==> config.mk <==
export PLATFORM = sky130hd
export DESIGN_NAME = hash_target_comparator_p
export DESIGN_NICKNAME = d
export VERILOG_FILES = /design/src/rtl/hash_target_comparator_p.sv
export SDC_FILE = /design/constraint.sdc
export NUM_CORES = 1
export LEC_CHECK = 0
export CAP_MARGIN = 10
export CORE_UTILIZATION = 57
export CTS_CLUSTER_SIZE = 30
export DETAILED_ROUTE_END_ITERATION = 16
export PLACE_DENSITY = 0.86
export SYNTH_ARGS = -nofsm -noshare
export SYNTH_HDL_FRONTEND = slang
export SYNTH_SLANG_ARGS = --single-unit
==> constraint.sdc <==
create_clock -name clk -period 5.7 [get_ports clk]
set_input_delay 1.71 -clock clk [delete_from_list [all_inputs] [get_ports clk]]
set_output_delay 1.71 -clock clk [all_outputs]
set_load 0.03 [all_outputs]
==> src/rtl/hash_target_comparator_p.sv <==
// Full-width hash vs target magnitude comparator: loads a wide target, streams hash words
// LS first, keeps a running LT/EQ/GT verdict and strobes a hit result once per hash.
module hash_target_comparator_p #(
  parameter int HASH_W    = 256,
  parameter int WORD_W    = 64,
  parameter int TGT_W     = 32,
  parameter int BYTE_SWAP = 1
) (
  input  logic              clk,
  input  logic              rst,
  input  logic [TGT_W-1:0]  target,
  input  logic              target_we,
  input  logic              stop,
  input  logic              cmp_le,
  output logic              hash_re,
  input  logic [WORD_W-1:0] hash_din,
  input  logic              hash_din_we,
  output logic [HASH_W-1:0] hash_dout,
  output logic              hash_rdy,
  output logic              target_loaded,
  output logic              result_valid,
  output logic              result,
  output logic              nonce_fifo_re,
  output logic [31:0]       hashes_done,
  output logic [31:0]       hits
);

  localparam int NT    = HASH_W / TGT_W;
  localparam int NW    = HASH_W / WORD_W;
  localparam int IDX_W = $clog2((NT > NW) ? NT : NW) + 1;

  typedef enum logic [1:0] {INIT, LOAD_TARGET, COLLECT, RESULT} state_t;
  typedef enum logic [1:0] {CMP_EQ, CMP_LT, CMP_GT} cmp_t;

  state_t             state, state_nxt;
  cmp_t               cmp;
  logic [IDX_W-1:0]   idx;
  logic [HASH_W-1:0]  target_reg;
  logic [HASH_W-1:0]  target_shift;
  logic [WORD_W-1:0]  word_sw;
  logic [WORD_W-1:0]  tgt_slice;
  logic               hit;

  generate
    if (BYTE_SWAP != 0) begin : g_swap
      for (genvar b = 0; b < WORD_W / 8; b++) begin : g_byte
        assign word_sw[b*8 +: 8] = hash_din[WORD_W-8-b*8 +: 8];
      end
    end else begin : g_pass
      assign word_sw = hash_din;
    end

    // New target words enter at the top so the first word ends up least significant
    if (NT > 1) begin : g_tshift
      assign target_shift = {target, target_reg[HASH_W-1:TGT_W]};
    end else begin : g_tsingle
      assign target_shift = target;
    end
  endgenerate

  always_comb begin
    tgt_slice = '0;
    for (int i = 0; i < NW; i++) begin
      if (idx == IDX_W'(i)) tgt_slice = target_reg[i*WORD_W +: WORD_W];
    end
  end

  assign hit = (cmp == CMP_LT) | (cmp_le & (cmp == CMP_EQ));

  always_ff @(posedge clk) begin
    if (rst) state <= INIT;
    else     state <= state_nxt;
  end

  always_comb begin
    state_nxt = state;
    hash_re   = 1'b0;
    case (state)
      INIT:        state_nxt = LOAD_TARGET;
      LOAD_TARGET: begin
        if (stop)                                       state_nxt = INIT;
        else if (target_we && idx == IDX_W'(NT - 1))    state_nxt = COLLECT;
      end
      COLLECT: begin
        hash_re = ~stop;
        if (stop)                                       state_nxt = INIT;
        else if (hash_din_we && idx == IDX_W'(NW - 1))  state_nxt = RESULT;
      end
      RESULT:      state_nxt = stop ? INIT : COLLECT;
      default:     state_nxt = INIT;
    endcase
  end

  always_ff @(posedge clk) begin
    if (rst) begin
      cmp           <= CMP_EQ;
      idx           <= '0;
      target_reg    <= '0;
      hash_dout     <= '0;
      hash_rdy      <= 1'b0;
      target_loaded <= 1'b0;
      result_valid  <= 1'b0;
      result        <= 1'b0;
      nonce_fifo_re <= 1'b0;
      hashes_done   <= '0;
      hits          <= '0;
    end else begin
      result_valid  <= 1'b0;
      nonce_fifo_re <= 1'b0;
      case (state)
        INIT: begin
          target_reg    <= '0;
          idx           <= '0;
          result        <= 1'b0;
          hashes_done   <= '0;
          hits          <= '0;
          target_loaded <= 1'b0;
          cmp           <= CMP_EQ;
        end
        LOAD_TARGET: begin
          if (!stop && target_we) begin
            target_reg <= target_shift;
            if (idx == IDX_W'(NT - 1)) begin
              idx           <= '0;
              target_loaded <= 1'b1;
            end else begin
              idx <= idx + IDX_W'(1);
            end
          end
        end
        COLLECT: begin
          if (!stop && hash_din_we) begin
            for (int i = 0; i < NW; i++) begin
              if (idx == IDX_W'(i)) hash_dout[i*WORD_W +: WORD_W] <= word_sw;
            end
            // Later (more significant) words override; equal words keep the verdict so far
            if (word_sw < tgt_slice)      cmp <= CMP_LT;
            else if (word_sw > tgt_slice) cmp <= CMP_GT;
            if (idx == '0) hash_rdy <= 1'b0;
            if (idx == IDX_W'(NW - 1)) begin
              hash_rdy    <= 1'b1;
              hashes_done <= hashes_done + 32'd1;
            end else begin
              idx <= idx + IDX_W'(1);
            end
          end
        end
        RESULT: begin
          if (!stop) begin
            result_valid  <= 1'b1;
            nonce_fifo_re <= 1'b1;
            result        <= hit;
            if (hit) hits <= hits + 32'd1;
            idx           <= '0;
            cmp           <= CMP_EQ;
          end
        end
        default: ;
      endcase
    end
  end

endmodule

Word level (Yosys, flattened, before mapping)
Cells that the tools add are included.

word-level totals
  register bits = 588

operators by class
  bitwise gates (word level) = 4
  reductions and logical operators = 27
  mux-type cells = 38
  add/sub/neg operators = 3
  $lt $le $gt $ge = 2
  eq/ne operators = 18

operators by type and width
  cell                                                                   number
  256-bit one-hot mux with 2 select lines                                1
  256-bit two-way mux                                                    1
  64-bit two-way mux                                                     4
  32-bit two-way mux                                                     4
  32-bit one-hot mux with 2 select lines                                 2
  32-bit by 1-bit adder with 32-bit output, second input constant        2
  64-bit > comparator                                                    1
  64-bit < comparator                                                    1
  3-bit AND reduction                                                    8
  4-bit two-way mux                                                      5
  2-bit two-way mux                                                      9
  4-bit one-hot mux with 4 select lines                                  1
  2-bit != test, second input constant                                   7
  3-bit != test, second input constant                                   3
  4-bit by 2-bit equality test with 1-bit output, second input constant  2
  2-bit one-hot mux with 4 select lines                                  1
  4-bit AND reduction                                                    2
  2-bit nonzero test                                                     4
  1-bit two-way mux                                                      7
  2-bit one-hot mux with 3 select lines                                  1
  2-bit AND reduction                                                    3
  4-bit by 1-bit adder with 4-bit output, second input constant          1
  2-bit by 1-bit equality test with 1-bit output, second input constant  2
  2-bit equality test, second input constant                             2
  12 further kinds                                                       18

Logic depth before layout (Yosys ltp)
Gate-level depths: netlist of run 1.

  word-level depth = 10
  mapped depth = 15
  mapped depth without buffers = 14

Worst setup path after synthesis of run 1
Ideal clock, no wire load.

  path kind = input-to-output
  start = in stop
  end = out hash_re
  data required time = 3.990 ns
  data arrival time = 2.399 ns
  buffers on the path = 1
  slack = 1.591 ns
  stages on the path = 2
  cell sequence = clkbuf_1 nor2b_1

between the ends
  longest elaborated chain between the ends = 2

ends and longest elaborated chain
  what               line  text
  from (decl)        13    input logic stop,
  1-bit NOT          85    hash_re = ~stop;
  1-bit two-way mux  78    case (state)
  to (decl)          15    output logic hash_re,

No other way between the ends.

Final worst setup path of run 1
Same ends and word-level chain as after synthesis.

==> results by stage, run 1 <==
Global route:
- Entering global routing, the biggest net connects 258 pins.
- For met2 alone, demand over resource in global routing was 0.566.
- For this run, global-route usage on met1 was measured as 0.441.
- The initial antenna violation count is 3.
- The first global-routing pass estimated 116000 um of wire.
- The global-route congestion overflow total is 0.
- The met3 usage is 0.0661.
- The busiest metal layer after global routing is met2.
- The global-route usage over all layers is 0.348.
- The via count of the first global-routing pass was 20.6k.

STA:
- The max-slew headroom at the worst pin is 0.199.
- The hold violation count in the final report is 0.
- Derived from the worst setup path, the maximum achievable clock frequency is 200 MHz.
- Across all hold checks on the routed design, the worst slack comes to 453 ps.
- The count of final setup violators is 0.
- For the pin with the worst max-slew slack, the measured transition is 1200 ps.
- The worst path in the final design needs a cycle of 5010 ps, including I/O delays and setup.
- The setup clock skew after layout is 19.3 ps.
- The setup TNS is 0 ps.
- Setup repair after global routing left no endpoint under its margin.
- Of the available clock period, the critical path in the final layout requires 0.878.
- The number of pins exceeding their max-slew limit in the final report is 0.

Yosys:
- For this run, the number of Yosys warnings is 0.
- The mean cell area of the mapped netlist is 8.23 um^2.
- After synthesis, the share of flip-flops with an asynchronous set or reset is 0.
- The number of nets in the synthesized netlist is 3056.
- The synthesized flop and latch total is 588.
- The number of synthesized flops with an enable pin is 0.
- Counting every instance in the synthesized netlist gives 2878.
- For this run, the leading register cell type out of synthesis is dfxtp_1.
- The cell area that synthesis handed to floorplanning was 23700 um^2.
- The count of cell types in the netlist is 57.
- The fraction of the yosys area taken by sequential cells is 0.497.

Clock tree:
- Counting along the longest clock path gives a buffer depth of 3.
- For this design, the CTS-stage hold fixing added 0 buffers.
- The root buffer cell chosen for the clock tree is clkbuf_16.
- In this run the post-CTS setup repair buffer count came out at 0.
- The insertion delay of the later-clocked pin in the worst-skew pair is 610 ps.
- The clock-pin slew of the registers on the worst-case setup and hold paths is 60 ps.
- The TritonCTS clock tree is built.
- In this run the number of H-tree levels came out at 2.
- The number of clock sinks is 588.
- The total CTS buffers is 56.
- The number of cells upsized or downsized after cts is 0.

Critical path:
- The worst setup path is launched from an input pin.
- Along the worst path, the maximum fanout reaches 11.
- At the worst endpoint, the required time is 3990 ps.
- The critical path arrival is 3300 ps.
- For flop-to-flop paths, the worst setup slack is 1170 ps.
- The type of the worst setup path is input pin to primary output.
- In this run the critical register-to-register path is launched from idx[3].
- The worst setup path is captured at a primary output.
- In this run the critical register-to-register path is captured at cmp[0].
- The critical path ends at hash_re.
- Counting cells, the worst reg-to-reg path comes to 14.
- Tracing the worst setup path back leads to its startpoint at stop.

Layout:
- The area overhead of the layout relative to synthesis is 26.7%.
- The post-layout utilization of the core is 0.733.
- The top cell types in the final layout, fill and taps aside, are dfxtp_1 (588), nand2_1 (560), clkdlybuf4s50_1 (426).
- The finished layout holds 3750 standard cells, fillers aside.
- The library cell used most frequently in the layout, excluding fill and tap cells, is dfxtp_1.
- In the final layout, the share of cells above drive strength 1 is 0.0454.
- For this run, the post-layout net count is 3357.
- The filler cells instantiated in the layout total 2903.

Route:
- The routed layout has 23.0k vias.
- Wires add up to 77700 um.
- The post-detailed-route wirelength per cell is 20.7 um.
- After detailed routing, the number of remaining DRC violations is 0.
- The number of nets with antenna violations after routing is 0.
- The number of iterations in the first detailed-routing pass is 7.
- The via-per-instance ratio is 6.13.
- The number of DRC markers in iteration 0 is 2832.

Die:
- The core region area is 40900 um^2.
- The standard-cell row count is 74.
- The starting density of the core is 0.579.
- In this run the horizontal extent of the chip is 206 um.
- The die footprint is 42400 um^2.
- The die height is 206 um.
- The number of ports placed on the die boundary is 428.

Power:
- Dividing total power by cell area gives a power density of 278 nW/um^2.
- In this run the static leakage power is 0.0102 uW.
- Across the VDD grid, the largest voltage drop is 0.000198 V.
- Power comes to 8350 uW.

Placed design:
- Detailed placement ended at an HPWL of 53400 um.
- At the end of routability-driven placement, the weighted congestion stood at 0.936.
- Input and output buffers added on the ports amount to 427.
- The placed instance count is 3653.

Flow run:
- Across the run, the number of max-cap violations was 0.

Worst hold path:
- The class of the tightest hold or removal check is register to register.

Run status:
- The flow ran to the end, and the final reports show no timing, DRC or antenna violations.
through the flow:
step                area, um^2  setup WS (ps)
floorplan                23700           1590
global placement         28200            735
detailed placement       28200            695
CTS                      30000            697
global route             30000            624
finish                   30000            693
logic make-up after synthesis:
family                     Yosys count  share of synthesized area
xor gates and xnor gates            48                     0.0177
DFF                                588                      0.497
AOI/OAI and AO/OA                  743                      0.198
buffers and inverters              244                     0.0391
muxes                                2                   0.000898
adders and majority gates           76                     0.0401
and+or+nand+nor                   1177                      0.207
power by group:
group / switching [uW] / internal, uW
clock: 1550 / 2090
sequential: 11.6 / 4120
combinational: 401 / 166
layout make-up:
cell class	count	area, um^2	share of cell area
clock inverter	11	133	0.00442
antenna	4	10.0	0.000334
multi-input combinational	2046	11100	0.369
sequential	588	11800	0.392
timing repair buffer	466	4660	0.155
inverter	21	78.8	0.00263
clock buffer	82	1630	0.0543
tap	532	666	0.0222
critical path: stages:
cell and delay, ps:
clkdlybuf4s50_1 580, nor2b_1 260, clkdlybuf4s50_1 740
worst min path at each step:
stage	startpoint	to	cells past startpoint
floorplan	target_reg[10]	target_reg[10]	2
global route	hash_dout[230]	hash_dout[230]	2
CTS	hash_dout[121]	hash_dout[121]	2
global placement	hash_dout[172]	hash_dout[172]	2
detailed placement	hash_dout[244]	hash_dout[244]	2
finish	hash_dout[110]	hash_dout[110]	2
cells in the mapped netlist (25+ instances only):
| library cell | instances | area, um^2 |
|---|---|---|
| a21oi_1 | 369 | 1850 |
| clkbuf_1 | 197 | 739 |
| dfxtp_1 | 588 | 11800 |
| nand2_1 | 564 | 2120 |
| o21ai_0 | 25 | 125 |
| xnor2_1 | 28 | 245 |
| ha_1 | 76 | 951 |
| a22oi_1 | 259 | 1940 |
| nand3_1 | 25 | 125 |
| nor2_1 | 404 | 1520 |
| nor3_1 | 83 | 415 |
| nand4_1 | 30 | 188 |
| a221oi_1 | 66 | 578 |
per-layer routing:
metal | vias to the layer above | part of all wire
met3 | 217 | 0.091
li1 | 10600 | -
met4 | 0 | 0.052
met1 | 10988 | 0.39
met5 | - | 0
met2 | 1164 | 0.47
Note: power is estimated with default switching activity, not from simulation.
==> inputs of run 2 (changes only) <==
- SETUP_SLACK_MARGIN: not set -> 0.5
==> results of run 2 <==
Final layout, timing and power as in run 1 (identical DEF).
